### config.mk
export PLATFORM = sky130hd
export DESIGN_NAME = rf_wb_scheduler
export DESIGN_NICKNAME = d
export VERILOG_FILES = /design/src/rtl/rf_wb_scheduler.sv
export SDC_FILE = /design/constraint.sdc
export NUM_CORES = 1
export LEC_CHECK = 0
export ABC_AREA = 1
export ABC_CLOCK_PERIOD_IN_PS = 2100
export BUFFER_PORTS_ARGS = -buffer_cell sky130_fd_sc_hd__buf_2
export CORE_ASPECT_RATIO = 1.5
export CORE_MARGIN = 8
export CORE_UTILIZATION = 53
export DETAILED_ROUTE_END_ITERATION = 16
export GPL_TIMING_DRIVEN = 0
export PLACE_DENSITY = 0.78
export SYNTH_ARGS = -nofsm -noshare
export SYNTH_HDL_FRONTEND = slang
export SYNTH_SLANG_ARGS = --single-unit
export TNS_END_PERCENT = 20
### constraint.sdc
create_clock -name clk -period 2.1 [get_ports clk]
set_input_delay 0.315 -clock clk [delete_from_list [all_inputs] [get_ports clk]]
set_output_delay 0.315 -clock clk [all_outputs]
set_load 0.05 [all_outputs]
### src/rtl/rf_wb_scheduler.sv
// Register-file write-port scheduler: round-robin ALU/LSU writeback arbitration,
// a registered write stage and a busy scoreboard that issue checks for RAW/WAW hazards.
module rf_wb_scheduler #(
  parameter int DATA_W = 32,
  parameter int ADDR_W = 5
) (
  input  logic              clk,
  input  logic              rst,
  input  logic              alloc_en,
  input  logic [ADDR_W-1:0] alloc_rg,
  input  logic [ADDR_W-1:0] chk1_rg,
  input  logic [ADDR_W-1:0] chk2_rg,
  output logic              chk1_busy,
  output logic              chk2_busy,
  output logic              alloc_busy,
  input  logic              alu_valid,
  input  logic [ADDR_W-1:0] alu_rg,
  input  logic [DATA_W-1:0] alu_data,
  output logic              alu_ready,
  input  logic              lsu_valid,
  input  logic [ADDR_W-1:0] lsu_rg,
  input  logic [DATA_W-1:0] lsu_data,
  output logic              lsu_ready,
  output logic              w_en,
  output logic [ADDR_W-1:0] write_rg,
  output logic [DATA_W-1:0] write_data,
  output logic              any_busy,
  output logic              err_waw
);

  localparam int NREG = 1 << ADDR_W;
  localparam logic SRC_ALU = 1'b0;
  localparam logic SRC_LSU = 1'b1;

  logic              last_r;
  logic              alu_win_s;
  logic              lsu_win_s;
  logic              xfer_s;
  logic [ADDR_W-1:0] xfer_rg_s;
  logic [DATA_W-1:0] xfer_data_s;
  logic [NREG-1:0]   busy_r;
  logic [NREG-1:0]   busy_set_s;
  logic [NREG-1:0]   busy_clr_s;
  logic [NREG-1:0]   busy_nxt_s;
  logic              waw_s;
  logic              w_en_r;
  logic [ADDR_W-1:0] write_rg_r;
  logic [DATA_W-1:0] write_data_r;
  logic              err_waw_r;

  // Round-robin grant; readies are forced low while reset is asserted.
  always_comb begin
    alu_win_s = 1'b0;
    lsu_win_s = 1'b0;
    if (!rst) begin
      alu_win_s = 1'b0;
      lsu_win_s = 1'b0;
    end else if (alu_valid && lsu_valid) begin
      if (last_r == SRC_LSU) begin
        alu_win_s = 1'b1;
      end else begin
        lsu_win_s = 1'b1;
      end
    end else if (alu_valid) begin
      alu_win_s = 1'b1;
    end else if (lsu_valid) begin
      lsu_win_s = 1'b1;
    end else begin
      alu_win_s = 1'b0;
      lsu_win_s = 1'b0;
    end
  end

  // Select the winning request's destination and data.
  always_comb begin
    xfer_s      = alu_win_s | lsu_win_s;
    xfer_rg_s   = alu_rg;
    xfer_data_s = alu_data;
    if (lsu_win_s) begin
      xfer_rg_s   = lsu_rg;
      xfer_data_s = lsu_data;
    end else begin
      xfer_rg_s   = alu_rg;
      xfer_data_s = alu_data;
    end
  end

  // Scoreboard next state: clear on the edge the file captures, a new alloc overrides the clear.
  always_comb begin
    busy_set_s = {NREG{1'b0}};
    busy_clr_s = {NREG{1'b0}};
    for (int i = 0; i < NREG; i++) begin
      busy_set_s[i] = alloc_en && (alloc_rg == ADDR_W'(i)) && (i != 0);
      busy_clr_s[i] = w_en_r && (write_rg_r == ADDR_W'(i));
    end
    busy_nxt_s    = (busy_r & ~busy_clr_s) | busy_set_s;
    busy_nxt_s[0] = 1'b0;
    waw_s = alloc_en && (alloc_rg != {ADDR_W{1'b0}}) && busy_r[alloc_rg] && !busy_clr_s[alloc_rg];
  end

  // State: scoreboard, registered write port, round-robin pointer and sticky WAW flag.
  always_ff @(posedge clk) begin
    if (!rst) begin
      busy_r       <= {NREG{1'b0}};
      w_en_r       <= 1'b0;
      write_rg_r   <= {ADDR_W{1'b0}};
      write_data_r <= {DATA_W{1'b0}};
      err_waw_r    <= 1'b0;
      last_r       <= SRC_LSU;
    end else begin
      busy_r <= busy_nxt_s;
      if (waw_s) begin
        err_waw_r <= 1'b1;
      end
      // x0 transfers complete the handshake but never reach the file.
      w_en_r <= xfer_s && (xfer_rg_s != {ADDR_W{1'b0}});
      if (xfer_s) begin
        write_rg_r   <= xfer_rg_s;
        write_data_r <= xfer_data_s;
        last_r       <= lsu_win_s ? SRC_LSU : SRC_ALU;
      end
    end
  end

  assign alu_ready  = alu_win_s;
  assign lsu_ready  = lsu_win_s;
  assign chk1_busy  = busy_r[chk1_rg];
  assign chk2_busy  = busy_r[chk2_rg];
  assign alloc_busy = busy_r[alloc_rg];
  assign any_busy   = |busy_r;
  assign w_en       = w_en_r;
  assign write_rg   = write_rg_r;
  assign write_data = write_data_r;
  assign err_waw    = err_waw_r;

endmodule

Word-level counts from Yosys, hierarchy flattened
Index checks and enable logic that the tools add are counted.

Register bits: 72. Bits in latches: 0. Memory bits (writable): 0. ROM bits: 0. Bits of input ports: 94. Output and inout bits: 45. Memories kept: 0.

Add/sub/neg operators: 0. Multipliers: 0. Divide/modulo/power cells: 0. Magnitude comparators: 3. Equal/unequal tests: 62. Shift-type cells: 0. Muxes and demuxes: 20. Bitwise operators: 4. Reductions and logical operators: 73.

Operators by type and width (count): $eq A5 B5 Y1 const B (32); $eq A5 B4 Y1 const B (16); $logic_and A1 B1 Y1 (68); $eq A5 B3 Y1 const B (8); $and A32 B32 Y32 (1); $mux W32 (1); $not A32 Y32 (1); $or A32 B32 Y32 (1); $reduce_or A32 Y1 (1); $bmux W1 S5 (4); $eq A5 B2 Y1 const B (4); $lt A5 B6 Y1 const B (3); $mux W1 (14); $eq A5 B1 Y1 const B (2); $reduce_bool A5 Y1 (2); $logic_not A5 Y1 (1); $mux W5 (1); $logic_not A1 Y1 (1); $or A1 B1 Y1 (1).

Logic depth before layout (Yosys ltp)
Gate-level depths: netlist (run 1).

Depth after elaboration: 7. Mapped depth: 14. Depth with buffers taken out: 13.

Worst setup path before layout (run 1)
OpenSTA, ideal clock, no wires.

Path kind: input port to output port. Start point: input chk2_rg[0]. End point: output chk2_busy. Arrival time: 1830 ps. Slack: -45 ps. Stages: 8. Cell sequence: inv_1 > clkbuf_1 > o21ai_0 > o211ai_1 > nand3_1 > nand2_1 > nor2_1 > a21oi_1.

Longest elaborated chain between the ends: 2.

RTL lines: start, declared (RTL line 12) `input logic [ADDR_W-1:0] chk2_rg,`; $bmux W1 S5 (RTL line 128) `assign chk2_busy = busy_r[chk2_rg];`; $mux W1 (not written as such) (RTL line 128); end, declared (RTL line 14) `output logic chk2_busy,`.

No other way between the ends. The select of a mux whose other input is x is not followed.

Worst setup path after layout (run 1)
Start point: register busy_r[1]. End point: output chk2_busy.

Longest elaborated chain between the ends: 2.

RTL lines: start, declared (RTL line 41) `logic [NREG-1:0] busy_r;`; start signal, assigned (RTL line 104) `busy_r <= {NREG{1'b0}};`; start signal, assigned (RTL line 111) `busy_r <= busy_nxt_s;`; $bmux W1 S5 (RTL line 128); $mux W1 (not written as such) (RTL line 128).

No other way between the ends. The select of a mux whose other input is x is not followed.

==> flow_metrics.py, run 1 <==
metrics = {
    "outcome": {
        "outcome": "finished clean",
    },
    "final_layout": {
        "drive_above_1_share": 0.210,
        "nFillCells": 818,
        "final_util": 0.670,
        "syn2layout_area_growth_pct": 25.0,
        "insertedDiodeCount": 0,
        "final_net_count": 1049,
        "final_cell_count_no_fill": 1070,
    },
    "yosys": {
        "synth_compound_area_frac": 0.139,
        "yosys.area_share.simple": 0.443,
        "synthMuxAreaShare": 0,
        "ys_seq_area_frac": 0.304,
        "synth-seq-cells": 71,
        "synth_edf_count": 0,
        "ys_warn_count": 0,
        "avgSynthCellArea_um2": 5.77,
        "netlist_area_um2": 4670,
        "ys_types": 35,
        "mappedNetlistNets": 904,
        "synthTopCellsByCount": "nand2_1, inv_1, nand3_1",
        "synth.area.top_cells": "dfxtp_1, nand2_1, nand3_1",
        "syn_inst": 810,
        "yosys_most_used_dff": "dfxtp_1",
        "synth_adder_area_share": 0,
        "yosysMostFrequentCell": "nand2_1",
        "synth_top_area_frac": 0.304,
        "synth_top_family_by_area": "simple AND/OR/NAND/NOR gates",
        "yosys.area.top_type": "dfxtp_1",
        "async_flop_share": 0,
        "synthXorXnorAreaFrac": 0,
    },
    "die": {
        "dieArea_um2": 12100,
        "fp-row-count": 42,
        "ios": 139,
        "die_h_um": 131,
        "start_util": 0.536,
        "die_w_um": 92.7,
        "coreArea_um2": 8720,
    },
    "clock_network": {
        "clkTransAtPathRegs_ns": 0.06,
        "post_cts_resized": 2,
        "cts_tree": "built",
        "cts_root_buf": "clkbuf_16",
        "cts_setup_buffers": 0,
        "cts_sinks": 71,
        "clock_latency_ns": 0.34,
        "cts_buffers": 9,
        "ctsHtreeMaxLevel": 3,
        "cts_max_path_buffers": 2,
        "postCtsHoldBufs": 0,
    },
    "critical_path": {
        "cp-start-kind": "flip-flop",
        "critPathMaxFanout": 4,
        "crit_type": "reg2out",
        "worst_setup_path_end_kind": "output pin",
        "arrival_ns": 1.69,
        "required_ns": 1.78,
    },
    "placement": {
        "dp_hpwl_mm": 14.1,
        "port_buffers": 135,
        "dp.cells": 1055,
        "gp_congestion": 0.997,
    },
    "grt": {
        "grt_start_max_net_pins": 13,
        "grt_pass1_wl_mm": 28.7,
        "grt_pass1_vias": 5902,
        "gr-total-overflow": 0,
        "track_usage": 0.301,
        "antenna_found_initial": 0,
    },
    "job": {
        "maxCapViolations": 0,
    },
    "pwr": {
        "powerDensity_nw_per_um2": 683,
        "leakage_uw": 0.00302,
        "ir_drop_v": 0.000454,
    },
    "detailed_routing": {
        "vias_per_cell": 5.51,
        "drt_iter0_markers": 570,
        "wl_per_cell_um": 16.9,
        "firstDrtPassIters": 5,
        "drt.antenna.violating_nets": 0,
        "vias": 5896,
        "drt-total-wl_mm": 18.1,
        "drc": 0,
    },
    "sta": {
        "slew_viol_final": 0,
        "fin_tns_setup_ns": 0,
        "hold_violations": 0,
        "min_period_ns": 2.00,
        "fmax_ghz": 0.499,
        "fin_crit_sh": 0.954,
        "grt_setup_unrepaired": "yes",
        "clock_skew_ns": 0.00569,
        "worst_pin_slew_ns": 0.594,
        "setup_viol": 0,
        "slew_headroom": 0.604,
    },
    "worst_hold_path": {
        "hold_path.class": "in2reg",
    },
}
-- stage by stage --
stage / power [uW] / hold WS (ns) / setup WS (ns) / cell area (um2)
2_1_floorplan: 2120 / 0.444 / 0.225 / 4680
5_1_grt: 4130 / 0.240 / -0.0122 / 5840
3_3_place_gp: 2400 / 0.445 / 0.00550 / 5490
4_1_cts: 3980 / 0.208 / 0.00218 / 5800
3_5_place_dp: 2420 / 0.454 / -0.0286 / 5490
6_report: 3990 / 0.215 / 0.0959 / 5840
-- cells in the final DEF, fill, tap and decap left out, drive strengths merged --
cell type  instances
o21ai             45
nand3             79
inv               87
nor2              81
a31oi              3
o32ai              2
nor3               2
dfxtp             71
nand2            324
o211ai            10
bufinv             1
nand4              4
clkinv             3
o21a               1
o22ai              1
clkbuf            23
clkinvlp           2
nor4               8
nand3b             1
o31ai              2
o221ai             5
a21oi             47
buf              158
-- where the power goes --
part	leakage (uW)	internal (uW)	total [uW]	switching (uW)
clock	0.000152	982	1570	590
combinational	0.00228	274	953	680
sequential	0.000582	1410	1460	52.9
total	0.00302	2670	3990	1320
-- kinds of logic (layout without fill, tap and decap cells) --
family / Yosys count / after routing
AND/OR/NAND/NOR: 499 / 499
buffers and inverters: 124 / 274
AO/OA/AOI/OAI: 116 / 116
flip-flops: 71 / 71
-- metal layers --
metal / routed length [um] / GRT usage
met5: 0 / 0
met4: 1080 / 0.220
met3: 1770 / 0.107
met2: 9060 / 0.537
met1: 6220 / 0.279
-- critical path, cell delays in order, from the launching register on --
cell and delay (ns):
dfxtp_1 0.42, inv_1 0.10, o32ai_2 0.29, o211ai_1 0.12, nand2_1 0.08, nor2_1 0.05, a21oi_2 0.13, buf_6 0.18
-- sequential cells by signal, indices dropped and copies added, names as in the netlist --
name / cells
err_waw: 1
write_data: 32
w_en: 1
last_r: 1
busy_r: 31
write_rg: 5
-- final timing paths --
check                           slack (ns)  startpoint  depth (start not counted)   endpoint
worst max-delay path                   0.1   busy_r[1]                          7  chk2_busy
worst min-delay path                  0.21   alu_valid                          2     last_r
worst max register to register        0.19        w_en                         12    err_waw
worst min register to register        0.46     err_waw                          2    err_waw
-- final cells by class --
cell class                 instances  area (um2)  area share
inverter                          88         344      0.0589
clock inverter                     5        56.3     0.00964
buffer                            35         196      0.0336
sequential                        71        1430       0.245
clock buffer                      11         253      0.0433
multi-input combinational        615        2740       0.469
timing repair buffer             135         689       0.118
tap                              110         138      0.0236
No activity file was read; power rests on OpenSTA's default activity.
==> run 2: changes to the inputs <==
- ABC_CLOCK_PERIOD_IN_PS: 2100 -> 1750
- CORE_MARGIN: 8 -> 3
- CORE_UTILIZATION: 53 -> 47
- PLACE_DENSITY: 0.78 -> 0.73
- SLEW_MARGIN: not set -> 20
- clock period: 2.1 -> 1.75 ns (I/O delays scaled with it)
==> flow_metrics.py, run 2 (synthesis results as in run 1) <==
metrics = {
    "final_layout": {
        "insertedDiodeCount": 0,
        "largest_register_ffs": 32,
        "final_common_cell": "nand2_1",
        "mostFrequentLayoutCells": "nand2_1, buf_2, nand3_1",
        "drive_above_1_share": 0.269,
        "syn2layout_area_growth_pct": 27.7,
        "final_net_count": 1050,
        "final_area_um2": 5970,
    },
    "detailed_routing": {
        "drt-total-wl_mm": 16.9,
        "vias": 5794,
        "drt_iter0_markers": 452,
        "vias_per_cell": 5.39,
        "drc": 0,
        "wl_per_cell_um": 15.7,
        "drt.antenna.violating_nets": 0,
        "firstDrtPassIters": 5,
    },
    "sta": {
        "worst_pin_slew_ns": 0.613,
        "fin_crit_sh": 1.06,
        "min_period_ns": 1.85,
        "clock_skew_ns": 0.00521,
        "holdWs_ns": 0.161,
        "fmax_ghz": 0.541,
        "slew_viol_final": 0,
        "fin_ws_ns": -0.100,
        "slew_headroom": 0.591,
        "hold_violations": 0,
        "fin_tns_setup_ns": -0.269,
        "setup_viol": 4,
        "grt_setup_unrepaired": "yes",
    },
    "critical_path": {
        "arrival_ns": 1.59,
        "reg2reg_slack_ns": 0.07,
        "path_cells": "inv_4 -> o32ai_4 -> o211ai_1 -> nand2_1 -> nor2_1 -> a21oi_2 -> buf_6",
        "crit_path_top_delay_cell": "dfxtp_4",
        "crit_type": "reg2out",
        "critPathMaxFanout": 4,
        "rr_worst_depth": 11,
        "slowest_delay_ns": 0.39,
        "worst_setup_path_end_kind": "output pin",
        "rr_startpoint": "write_rg[1]",
        "required_ns": 1.49,
        "cp-start-kind": "flip-flop",
        "r2r-end": "err_waw",
    },
    "grt": {
        "grt_pass1_vias": 5662,
        "gr-total-overflow": 0,
        "track_usage": 0.309,
        "grt_start_max_net_pins": 20,
        "antenna_found_initial": 0,
        "grt_pass1_wl_mm": 27.1,
    },
    "die": {
        "coreArea_um2": 9690,
        "dieArea_um2": 11200,
        "ios": 139,
        "die_w_um": 87.4,
        "fp-row-count": 44,
        "start_util": 0.482,
        "die_h_um": 128,
    },
    "clock_network": {
        "cts_sinks": 71,
        "cts_root_buf": "clkbuf_16",
        "clock_latency_ns": 0.34,
        "postCtsHoldBufs": 0,
        "cts_buffers": 9,
        "cts_tree": "built",
        "cts_max_path_buffers": 2,
        "ctsHtreeMaxLevel": 3,
        "clkTransAtPathRegs_ns": 0.06,
    },
    "worst_hold_path": {
        "hold-path-endpoint": "last_r",
        "hold_path.class": "in2reg",
        "min_path_cells": 2,
        "hold_start": "alu_valid",
    },
    "placement": {
        "dpl_cell_area_um2": 5500,
        "dp_hpwl_mm": 12.9,
        "gp_congestion": 1.01,
        "dp_slack_ns": -0.179,
        "port_buffers": 135,
    },
    "pwr": {
        "p_total_uw": 4530,
        "leakage_uw": 0.00303,
        "powerDensity_nw_per_um2": 759,
        "ir_drop_v": 0.000595,
    },
    "outcome": {
        "outcome": "complete, but fails checks",
        "violations": "negative setup slack",
    },
    "job": {
        "maxCapViolations": 0,
    },
}
-- run 2: power breakdown --
part / total, uW / internal (uW) / switching, uW
Sequential: 1750 / 1690 / 63.6
Clock: 1620 / 936 / 688
Combinational: 1160 / 347 / 812
Total: 4530 / 2970 / 1560
-- run 2: routing by layer --
layer | wire [um] | up-vias | share of wire | track usage
met5 | 0 | - | 0 | 0
met4 | 1190 | 0 | 0.071 | 0.227
met3 | 1440 | 82 | 0.086 | 0.0810
met1 | 6100 | 2515 | 0.36 | 0.324
li1 | - | 2875 | - | -
met2 | 8120 | 322 | 0.48 | 0.518
-- run 2: worst max-delay path by stage --
stage                            from   endpoint
after global routing       chk2_rg[1]  chk2_busy
after CTS                  busy_r[14]  chk2_busy
after floorplan           write_rg[4]    err_waw
final                       busy_r[1]  chk2_busy
after global placement     chk1_rg[1]  chk1_busy
after detailed placement   chk2_rg[1]  chk2_busy
-- run 2: through the flow --
stage / std cells / util
3_3_place_gp: 1060 / 0.567
5_1_grt: 1074 / 0.616
2_1_floorplan: 810 / -
4_1_cts: 1073 / 0.603
3_5_place_dp: 1060 / 0.567
6_report: 1074 / 0.616
-- run 2: what timing repair did --
| action | CTS | global route |
|---|---|---|
| setup buffers | 0 | 1 |
| cloned | 0 | 0 |
| gates resized for setup | 60 | 53 |
| setup endpoints to repair | 6 | 7 |
| pin swaps | 3 | 4 |
-- run 2: critical path: cells and delay by family (launching register included) --
kind | cells | cell delay, ns
AOI/OAI and AO/OA | 3 | 0.50
DFF | 1 | 0.39
buffers and inverters | 2 | 0.22
and+or+nand+nor | 2 | 0.13
-- run 2: cell type report --
type                       instances  area (um2)
clock buffer                      10         229
buffer                            35         208
tap                              115         144
fill                            1008        3720
sequential                        71        1480
inverter                          88         347
clock inverter                     4        25.0
timing repair buffer             136         717
multi-input combinational        615        2820
